[src/rtl/controle_pipeline.sv]
// controle_pipeline: registered MIPS control decoder (R-type group, LW, SW) with a
// valid/ready handshake, MUL occupancy and a load-use bubble enabled by CONTROLE_HAZARD_EN.
module controle_pipeline #(
    parameter int REG_W    = 5,
    parameter int GRUPO    = 14,
    parameter int MULT_LAT = 3
) (
    input  logic                  clk,
    input  logic                  rst,
    input  logic [31:0]           Instrucao,
    input  logic                  in_valid,
    output logic                  in_ready,
    input  logic                  stall_in,
    output logic [10+3*REG_W-1:0] Controle,
    output logic                  ctrl_valid,
    output logic                  ilegal
);
    localparam int         CW       = 10 + 3*REG_W;
    localparam int         CNT_W    = $clog2(MULT_LAT + 1);
    localparam int         MULT_INI = (MULT_LAT > 1) ? MULT_LAT - 2 : 0;
    localparam logic [5:0] OP_R     = 6'(GRUPO);
    localparam logic [5:0] OP_LW    = 6'(GRUPO + 1);
    localparam logic [5:0] OP_SW    = 6'(GRUPO + 2);

    typedef enum logic [1:0] {EMITE, MULT, BOLHA} estado_t;

    typedef struct packed {
        logic       rw;
        logic [1:0] operacao;
        logic       offset;
        logic       entrada;
        logic       saida;
        logic       wb;
        logic       wr;
        logic       mult;
    } sinais_t;

    estado_t          r_state, w_next_state;
    logic [CNT_W-1:0] r_cnt, w_next_cnt;
    logic [CW-1:0]    r_ctrl;
    logic             r_valid, r_ilegal;
    logic [31:0]      r_held;

    logic [31:0]      w_instr;
    logic [5:0]       w_op, w_funct;
    logic [4:0]       w_shamt;
    logic [REG_W-1:0] w_rs, w_rt, w_rd;
    sinais_t          w_sig;
    logic             w_legal, w_is_mul;
    logic [CW-1:0]    w_word;
    logic             w_accept, w_issue, w_hazard;

    // A pending bubble decodes the held instruction instead of the bus.
    assign w_instr = (r_state == BOLHA) ? r_held : Instrucao;
    assign w_op    = w_instr[31:26];
    assign w_shamt = w_instr[10:6];
    assign w_funct = w_instr[5:0];
    assign w_rs    = REG_W'(w_instr >> 21);
    assign w_rt    = REG_W'(w_instr >> 16);

    always_comb begin
        // NOTE: every signal gets a default first, so no path can leave one unassigned and infer a latch.
        w_sig   = '0;
        w_legal = 1'b0;
        w_rd    = '0;
        if (w_op == OP_R && w_shamt == 5'd10) begin
            w_sig.rw = 1'b1;
            w_sig.wr = 1'b1;
            w_rd     = REG_W'(w_instr >> 11);
            w_legal  = 1'b1;
            case (w_funct)
                6'd32:   begin w_sig.operacao = 2'd0; w_sig.saida = 1'b1; end
                6'd34:   begin w_sig.operacao = 2'd1; w_sig.saida = 1'b1; end
                6'd36:   begin w_sig.operacao = 2'd2; w_sig.saida = 1'b1; end
                6'd37:   begin w_sig.operacao = 2'd3; w_sig.saida = 1'b1; end
                6'd50:   w_sig.mult = 1'b1;
                default: w_legal = 1'b0;
            endcase
        end else if (w_op == OP_LW) begin
            w_sig   = '{rw: 1'b1, operacao: 2'd0, offset: 1'b1, entrada: 1'b1,
                        saida: 1'b1, wb: 1'b1, wr: 1'b1, mult: 1'b0};
            w_rd    = w_rt;
            w_legal = 1'b1;
        end else if (w_op == OP_SW) begin
            w_sig   = '{rw: 1'b0, operacao: 2'd0, offset: 1'b1, entrada: 1'b1,
                        saida: 1'b1, wb: 1'b1, wr: 1'b0, mult: 1'b0};
            w_legal = 1'b1;
        end
    end

    // The spare MSB of the control word is always zero.
    assign w_word   = w_legal ? {1'b0, w_sig, w_rs, w_rt, w_rd} : '0;
    assign w_is_mul = w_legal & w_sig.mult;

    assign in_ready = !stall_in && (r_state == EMITE);
    assign w_accept = in_ready && in_valid;

    always_comb begin
        w_next_state = r_state;
        w_next_cnt   = r_cnt;
        w_issue      = 1'b0;
        case (r_state)
            EMITE: begin
                if (w_accept) begin
                    if (w_hazard) w_next_state = BOLHA;
                    else          w_issue      = 1'b1;
                end
            end
            BOLHA: begin
                w_issue      = 1'b1;
                w_next_state = EMITE;
            end
            MULT: begin
                if (r_cnt == '0) w_next_state = EMITE;
                else             w_next_cnt   = r_cnt - CNT_W'(1);
            end
            default: w_next_state = EMITE;
        endcase
        if (w_issue && w_is_mul && MULT_LAT > 1) begin
            w_next_state = MULT;
            w_next_cnt   = CNT_W'(MULT_INI);
        end
    end

    always_ff @(posedge clk) begin
        // NOTE: non-blocking assignments, so every register samples pre-edge values.
        if (rst) begin
            r_state  <= EMITE;
            r_cnt    <= '0;
            r_ctrl   <= '0;
            r_valid  <= 1'b0;
            r_ilegal <= 1'b0;
            r_held   <= '0;
        end else if (!stall_in) begin
            r_state  <= w_next_state;
            r_cnt    <= w_next_cnt;
            r_ctrl   <= w_issue ? w_word : '0;
            r_valid  <= w_issue;
            r_ilegal <= w_issue && !w_legal;
            if (w_accept) r_held <= Instrucao;
        end
    end

`ifdef CONTROLE_HAZARD_EN
    logic [REG_W-1:0] r_lw_rd;
    logic             r_lw_vld;
    logic             w_uses_rt;

    assign w_uses_rt = (w_op == OP_R) || (w_op == OP_SW);

    // Only the instruction issued right behind an LW can need its data too early.
    always_ff @(posedge clk) begin
        if (rst) begin
            r_lw_vld <= 1'b0;
            r_lw_rd  <= '0;
        end else if (!stall_in) begin
            r_lw_vld <= w_issue && (w_op == OP_LW) && (w_rd != '0);
            r_lw_rd  <= w_rd;
        end
    end

    assign w_hazard = r_lw_vld && ((w_rs == r_lw_rd) || (w_uses_rt && (w_rt == r_lw_rd)));
`else
    assign w_hazard = 1'b0;
`endif

    assign Controle   = r_ctrl;
    assign ctrl_valid = r_valid;
    assign ilegal     = r_ilegal;
endmodule

[config.mk]
export PLATFORM = sky130hd
export DESIGN_NAME = controle_pipeline
export DESIGN_NICKNAME = d
export VERILOG_FILES = /design/src/rtl/controle_pipeline.sv
export SDC_FILE = /design/constraint.sdc
export NUM_CORES = 1
export LEC_CHECK = 0
export ABC_CLOCK_PERIOD_IN_PS = 3300
export CORE_UTILIZATION = 42
export CTS_CLUSTER_DIAMETER = 40
export DETAILED_ROUTE_END_ITERATION = 12
export PLACE_DENSITY = 0.85
export SYNTH_ARGS = -nofsm -noshare
export SYNTH_HDL_FRONTEND = slang
export SYNTH_SLANG_ARGS = --single-unit
[constraint.sdc]
create_clock -name clk -period 3.3 [get_ports clk]
set_input_delay 0.66 -clock clk [delete_from_list [all_inputs] [get_ports clk]]
set_output_delay 0.66 -clock clk [all_outputs]
set_load 0.03 [all_outputs]
==> flow_summary.toml, run 1 <==
[clock_network]
cts-root-buf = "clkbuf_4"
cts-buffers-inserted = 3
max-clock-path-buffers = 2
cts_setup_buffers = 0
cts_repair_resize_count = 0
cts.reportedPaths.clkPinSlew_ns = 0.13
cts_tree = "done"
clkLatencyLatePin_ns = 0.31
cts-htree-levels = 1
cts_sinks = 26
ctsHoldBuffers = 0

[timing]
achievable_freq_mhz = 387
finalWorstPathRequiredPeriod_ns = 2.58
worstMarginPinSlew_ns = 1.24
totalNegativeSetupSlack_ns = 0
fin_worst_skew_ns = 0.00517
drv_slew = 0
hold_viol = 0
finalSetupViolations = 0
layout_setup_ws_ns = 0.719
grt_setup_unrepaired = "no"
max_slew_headroom_pct = 16.9
fin_crit_sh_pct = 78.2

[logic_synthesis]
ys_top_cells_by_area = "dfxtp_1 42%, a32o_1 7.3%, nand2_1 4.6%"
synth_largest_type_area_fraction_pct = 42.4
netlist.top_cell.by_area = "dfxtp_1"
yosysSeqAreaShare_pct = 42.4
synth-warning-count = 0
ys_ff_latch = 26
mappedNetlistNets = 163
syn-instance-count = 126
yosysUniqueCellTypes = 37
post_synthesis_cell_area_sq_um = 1230
synthesis.area_per_instance_sq_um = 9.74

[place]
placedInstanceArea_sq_um = 1830
hpwl_after_detailed_placement_um = 2660
dpl.cell_count = 210
pre_cts_ws_ns = 0.628
buffer_ports.inserted = 62
gp_congestion = 0.761

[critical_path]
worst_ep_required_time_ns = 2.64
crit_slowest_cell = "clkdlybuf4s50_1"
regToRegEndpoint = "Controle[1]$_SDFFE_PP0N_"
endpoint_kind = "output pin"
critPathMostFrequentCell = "clkdlybuf4s50_1"
timing.critical_path.arrival_ns = 1.92
worstSetupStartpoint = "stall_in"
timing.reg2reg.setup_slack_ns = 1.62
timing.critical_path.from_type = "input pin"
worstPathBufferInverterCount = 2
timing_worst_setup_path_type = "input pin to output pin"
critical_path.cell_chain = "clkdlybuf4s50_1 > nor2_1 > clkdlybuf4s50_1"
reg2regPathDepth = 5
timing.critical_path.slowest_cell_delay_ns = 0.69
timing.critical_path.fanout_max = 2
critPathTopFamily = "buffers and inverters"
r2r-start = "r_state[0]$_SDFFE_PP0P_"

[routing]
drt-vias-per-instance = 5.50
drt_first_iter_violations = 29
wire_per_inst_um = 15.8
wl_um = 3370
detail_route.drc_violations = 0
final_antenna_net_count = 0
dr.pass1.iters = 4
vias = 1171

[floorplanning]
floorplan.core_area_sq_um = 2760
dieArea_sq_um = 3140
die-height_um = 56.1
initial_core_util_pct = 44.5
chipWidth_um = 56.1
io-pin-count = 64
rows = 19

[hold_path]
holdPathEnd = "ilegal$_SDFFE_PP0N_"
hold_path_startpoint = "ilegal$_SDFFE_PP0N_"
min_path_type = "flop to flop"
hold_depth = 2

[pwr]
share_clk_of_total_power_pct = 24.2
p_int_mw = 0.412
part_of_the_power_in_combinational_logic_pct = 17.3
power.sequential.fraction_pct = 58.5
power.ir.vdd_worst_mv = 0.263
static-leakage-power_nw = 0.655
p_sw_share_pct = 24.0
power.density_nw_per_um2 = 292
switching_power_mw = 0.130

[status]
status = "finished clean"

[finish]
layout.area.seq_sq_um = 520
finalNetCount = 221
fin_area_sq_um = 1850
antenna_diode_count = 0
area_of_combinational_cells_with_multiple_inputs_sq_um = 612
mostFrequentLayoutCell = "clkdlybuf4s50_1"
mostFrequentLayoutCells = "62 x clkdlybuf4s50_1, 26 x dfxtp_1, 15 x nand2_1"
fraction_of_layout_instances_using_a_drive_strength_above_1_pct = 7.14
fill_cells = 223
fin_cells = 213
synthToLayoutAreaGrowth_pct = 50.9

[global_routing]
grt_max_degree = 19
first_global_vias = 1222
overflow = 0
grt_use_total_pct = 21.7
number_of_antenna_violations_at_the_first_check_in_global_routing = 0
grt_pass1_wl_um = 5440

[flow_run]
timing.max_cap.violations = 0
[Yosys cell counts (all sizes together)]
library cell / instances
a21o: 2
a21oi: 7
a31oi: 1
a32o: 10
a32oi: 3
a41o: 1
and3b: 1
and4bb: 1
buf: 7
clkbuf: 4
conb: 1
dfxtp: 26
ha: 1
inv: 6
mux2: 1
mux2i: 5
nand2: 15
nand2b: 2
nand3: 1
nand4b: 2
nor2: 6
nor2b: 3
nor3: 4
nor4b: 1
o21ai: 4
o31ai: 6
o32ai: 1
or2b: 1
or3: 1
or3b: 1
or4: 1
[final cells by class]
class / count / share of cell area (%)
clock buffer: 3 / 1.22
timing repair buffer: 64 / 34.3
sequential: 26 / 28.1
multi-input combinational: 83 / 33.0
tap: 31 / 2.09
inverter: 6 / 1.22
[how the worst max path moves through the flow]
stage	end	slack (ns)	depth (start not counted)
finish	in_ready	0.72	3
global route	in_ready	0.69	3
CTS	in_ready	0.71	3
detailed placement	r_cnt[1]$_SDFFE_PP0P_	0.63	5
global placement	r_cnt[1]$_SDFFE_PP0P_	0.71	5
floorplan	in_ready	1.34	2
[worst min-delay path: stages, from the launching register on]
cell	delay, ns
dfxtp_1	0.35
nand2_1	0.04
o21ai_0	0.06
[metal layers]
layer	vias to the layer above	routed length [um]	GRT usage (%)	part of all wire [%]
li1	571	-	-	-
met1	561	1370	24.2	41
met2	35	1800	41.3	53
met3	4	177	4.19	5.2
met4	0	30	6.27	0.89
met5	-	0	0	0
[registers in the layout, summed over array words and instances, names as in the netlist]
name and cells:
r_cnt 2, ilegal 1, Controle 21, ctrl_valid 1, r_state 1
[stage by stage]
| step | utilization (%) | hold slack (ns) | power, mW |
|---|---|---|---|
| finish | 67.2 | 0.471 | 0.542 |
| global route | 67.2 | 0.492 | 0.560 |
| CTS | 67.2 | 0.474 | 0.542 |
| detailed placement | 66.3 | 0.446 | 0.417 |
| global placement | 66.3 | 0.441 | 0.414 |
| floorplan | - | 0.477 | 0.359 |
[power groups by stage]
stage	logic [mW]	registers [mW]	clock network [mW]
finish	0.0936	0.317	0.131
global route	0.0994	0.317	0.143
CTS	0.0937	0.317	0.131
detailed placement	0.0933	0.324	0
global placement	0.0903	0.324	0
floorplan	0.0317	0.327	0
[kinds of logic after synthesis]
logic type / synth area share [%]
simple gates: 18.6
flops: 42.4
mux: 6.01
fa+ha+maj: 1.02
other cells: 0.306
compound gates: 24.0
buf+inv: 7.75
No activity file was read; power rests on OpenSTA's default activity.
==> run 2, diff against run 1 <==
- ABC_CLOCK_PERIOD_IN_PS: 3300 -> 2450
- CORE_UTILIZATION: 42 -> 39
- PLACE_DENSITY: 0.85 -> 0.79
- clock period: 3.3 -> 2.45 ns (I/O delays scaled with it)
==> flow_summary.toml, run 2 (synthesized netlist as in run 1, its figures left out) <==
[timing]
hold_viol = 0
finalWorstPathRequiredPeriod_ns = 2.07
finalSetupViolations = 0
drv_slew = 0
worstMarginPinSlew_ns = 1.18
max_slew_headroom_pct = 21.4
fin_crit_sh_pct = 84.3
achievable_freq_mhz = 484
totalNegativeSetupSlack_ns = 0
fin_worst_skew_ns = 0.0103
grt_setup_unrepaired = "no"

[floorplanning]
die-height_um = 58.1
initial_core_util_pct = 42.7
dieArea_sq_um = 3380
io-pin-count = 64
floorplan.core_area_sq_um = 2880
rows = 19
chipWidth_um = 58.1

[critical_path]
critPathTopFamily = "simple AND/OR/NAND/NOR gates"
timing.critical_path.slowest_cell_delay_ns = 0.96
timing.critical_path.arrival_ns = 2.30
crit_slowest_cell = "nor2b_1"
timing.critical_path.fanout_max = 18
endpoint_kind = "flop"
critical_path.cell_chain = "clkdlybuf4s50_1 > nor2b_1 > nand2_1 > o31ai_1"
timing.reg2reg.setup_slack_ns = 0.84
worstPathBufferInverterCount = 1
timing.critical_path.from_type = "input pin"
worst_ep_required_time_ns = 2.68
timing_worst_setup_path_type = "input pin to flop"

[pwr]
static-leakage-power_nw = 0.683
power.ir.vdd_worst_mv = 0.244
power.density_nw_per_um2 = 401
finalPower_mw = 0.765

[clock_network]
cts.reportedPaths.clkPinSlew_ns = 0.13
clkLatencyLatePin_ns = 0.32
cts-buffers-inserted = 3
cts_setup_buffers = 0
cts-root-buf = "clkbuf_4"
cts_tree = "done"
cts-htree-levels = 1
max-clock-path-buffers = 2
cts_sinks = 26
cts_repair_resize_count = 0
ctsHoldBuffers = 0

[routing]
wl_um = 3180
drt_first_iter_violations = 38
detail_route.drc_violations = 0
dr.pass1.iters = 4
vias = 1208
final_antenna_net_count = 0
wire_per_inst_um = 13.9
drt-vias-per-instance = 5.28

[finish]
finalNetCount = 225
largest_register_ffs = 21
final_util_pct = 66.3
synthToLayoutAreaGrowth_pct = 55.4
fill_cells = 238
antenna_diode_count = 0
mostFrequentLayoutCell = "clkdlybuf4s50_1"
mostFrequentLayoutCells = "61 x clkdlybuf4s50_1, 26 x dfxtp_1, 15 x nand2_1"
fraction_of_layout_instances_using_a_drive_strength_above_1_pct = 10.2

[place]
hpwl_after_detailed_placement_um = 2520
buffer_ports.inserted = 62
gp_congestion = 0.788

[status]
status = "finished clean"

[flow_run]
timing.max_cap.violations = 0

[global_routing]
number_of_antenna_violations_at_the_first_check_in_global_routing = 0
first_global_vias = 1219
overflow = 0
grt_pass1_wl_um = 5200
grt_max_degree = 19
grt_use_total_pct = 19.5

[hold_path]
min_path_type = "flop to flop"
## run 2: changes by cell type in the layout (fill, tap and decap cells not counted), sizes merged
cell,delta
clkdlybuf4s50,-1
buf,+5
clkbuf,+1
## run 2: stage by stage
step	hold WS (ns)	instances	setup slack [ns]	cell area [sq um]
6_report	0.467	229	0.384	1910
5_1_grt	0.488	229	0.206	1910
4_1_cts	0.470	229	0.370	1910
3_5_place_dp	0.450	225	0.0306	1870
3_3_place_gp	0.444	225	0.135	1870
2_1_floorplan	0.477	126	0.733	1230
## run 2: layer usage
layer	GRT usage, %	vias to the layer above	part of all wire (%)
li1	-	585	-
met3	3.79	6	6.3
met5	0	-	0
met1	25.0	573	44
met2	32.7	44	48
met4	6.80	0	0.91
## run 2: path summary, 6_finish.rpt
path / from / to / cells after the start
setup reg to reg: r_state[0]$_SDFFE_PP0P_ / r_cnt[1]$_SDFFE_PP0P_ / 4
setup / recovery: stall_in / Controle[1]$_SDFFE_PP0N_ / 4
hold / removal: Controle[3]$_SDFFE_PP0N_ / Controle[3]$_SDFFE_PP0N_ / 2
hold reg to reg: Controle[3]$_SDFFE_PP0N_ / Controle[3]$_SDFFE_PP0N_ / 2
## run 2: power breakdown
| part | leakage [nW] | switching, mW | internal, mW |
|---|---|---|---|
| clock network | 0.0210 | 0.122 | 0.0907 |
| logic | 0.452 | 0.0535 | 0.0728 |
| registers | 0.210 | 0.00149 | 0.425 |
| total | 0.683 | 0.177 | 0.589 |
## run 2: final cells by class
type | instances | area, sq um | area share [%]
Timing Repair Buffer | 68 | 663 | 34.8
Multi-Input combinational cell | 83 | 612 | 32.1
Sequential cell | 26 | 520 | 27.3
Tap cell | 42 | 52.6 | 2.76
Clock buffer | 4 | 36.3 | 1.90
Inverter | 6 | 22.5 | 1.18
## run 2: tightest hold or removal path, delay by kind of cell, from the launching register on
| kind | cells | cell delay [ns] |
|---|---|---|
| AND/OR/NAND/NOR | 1 | 0.05 |
| flip-flops | 1 | 0.33 |
| AO/OA/AOI/OAI | 1 | 0.05 |
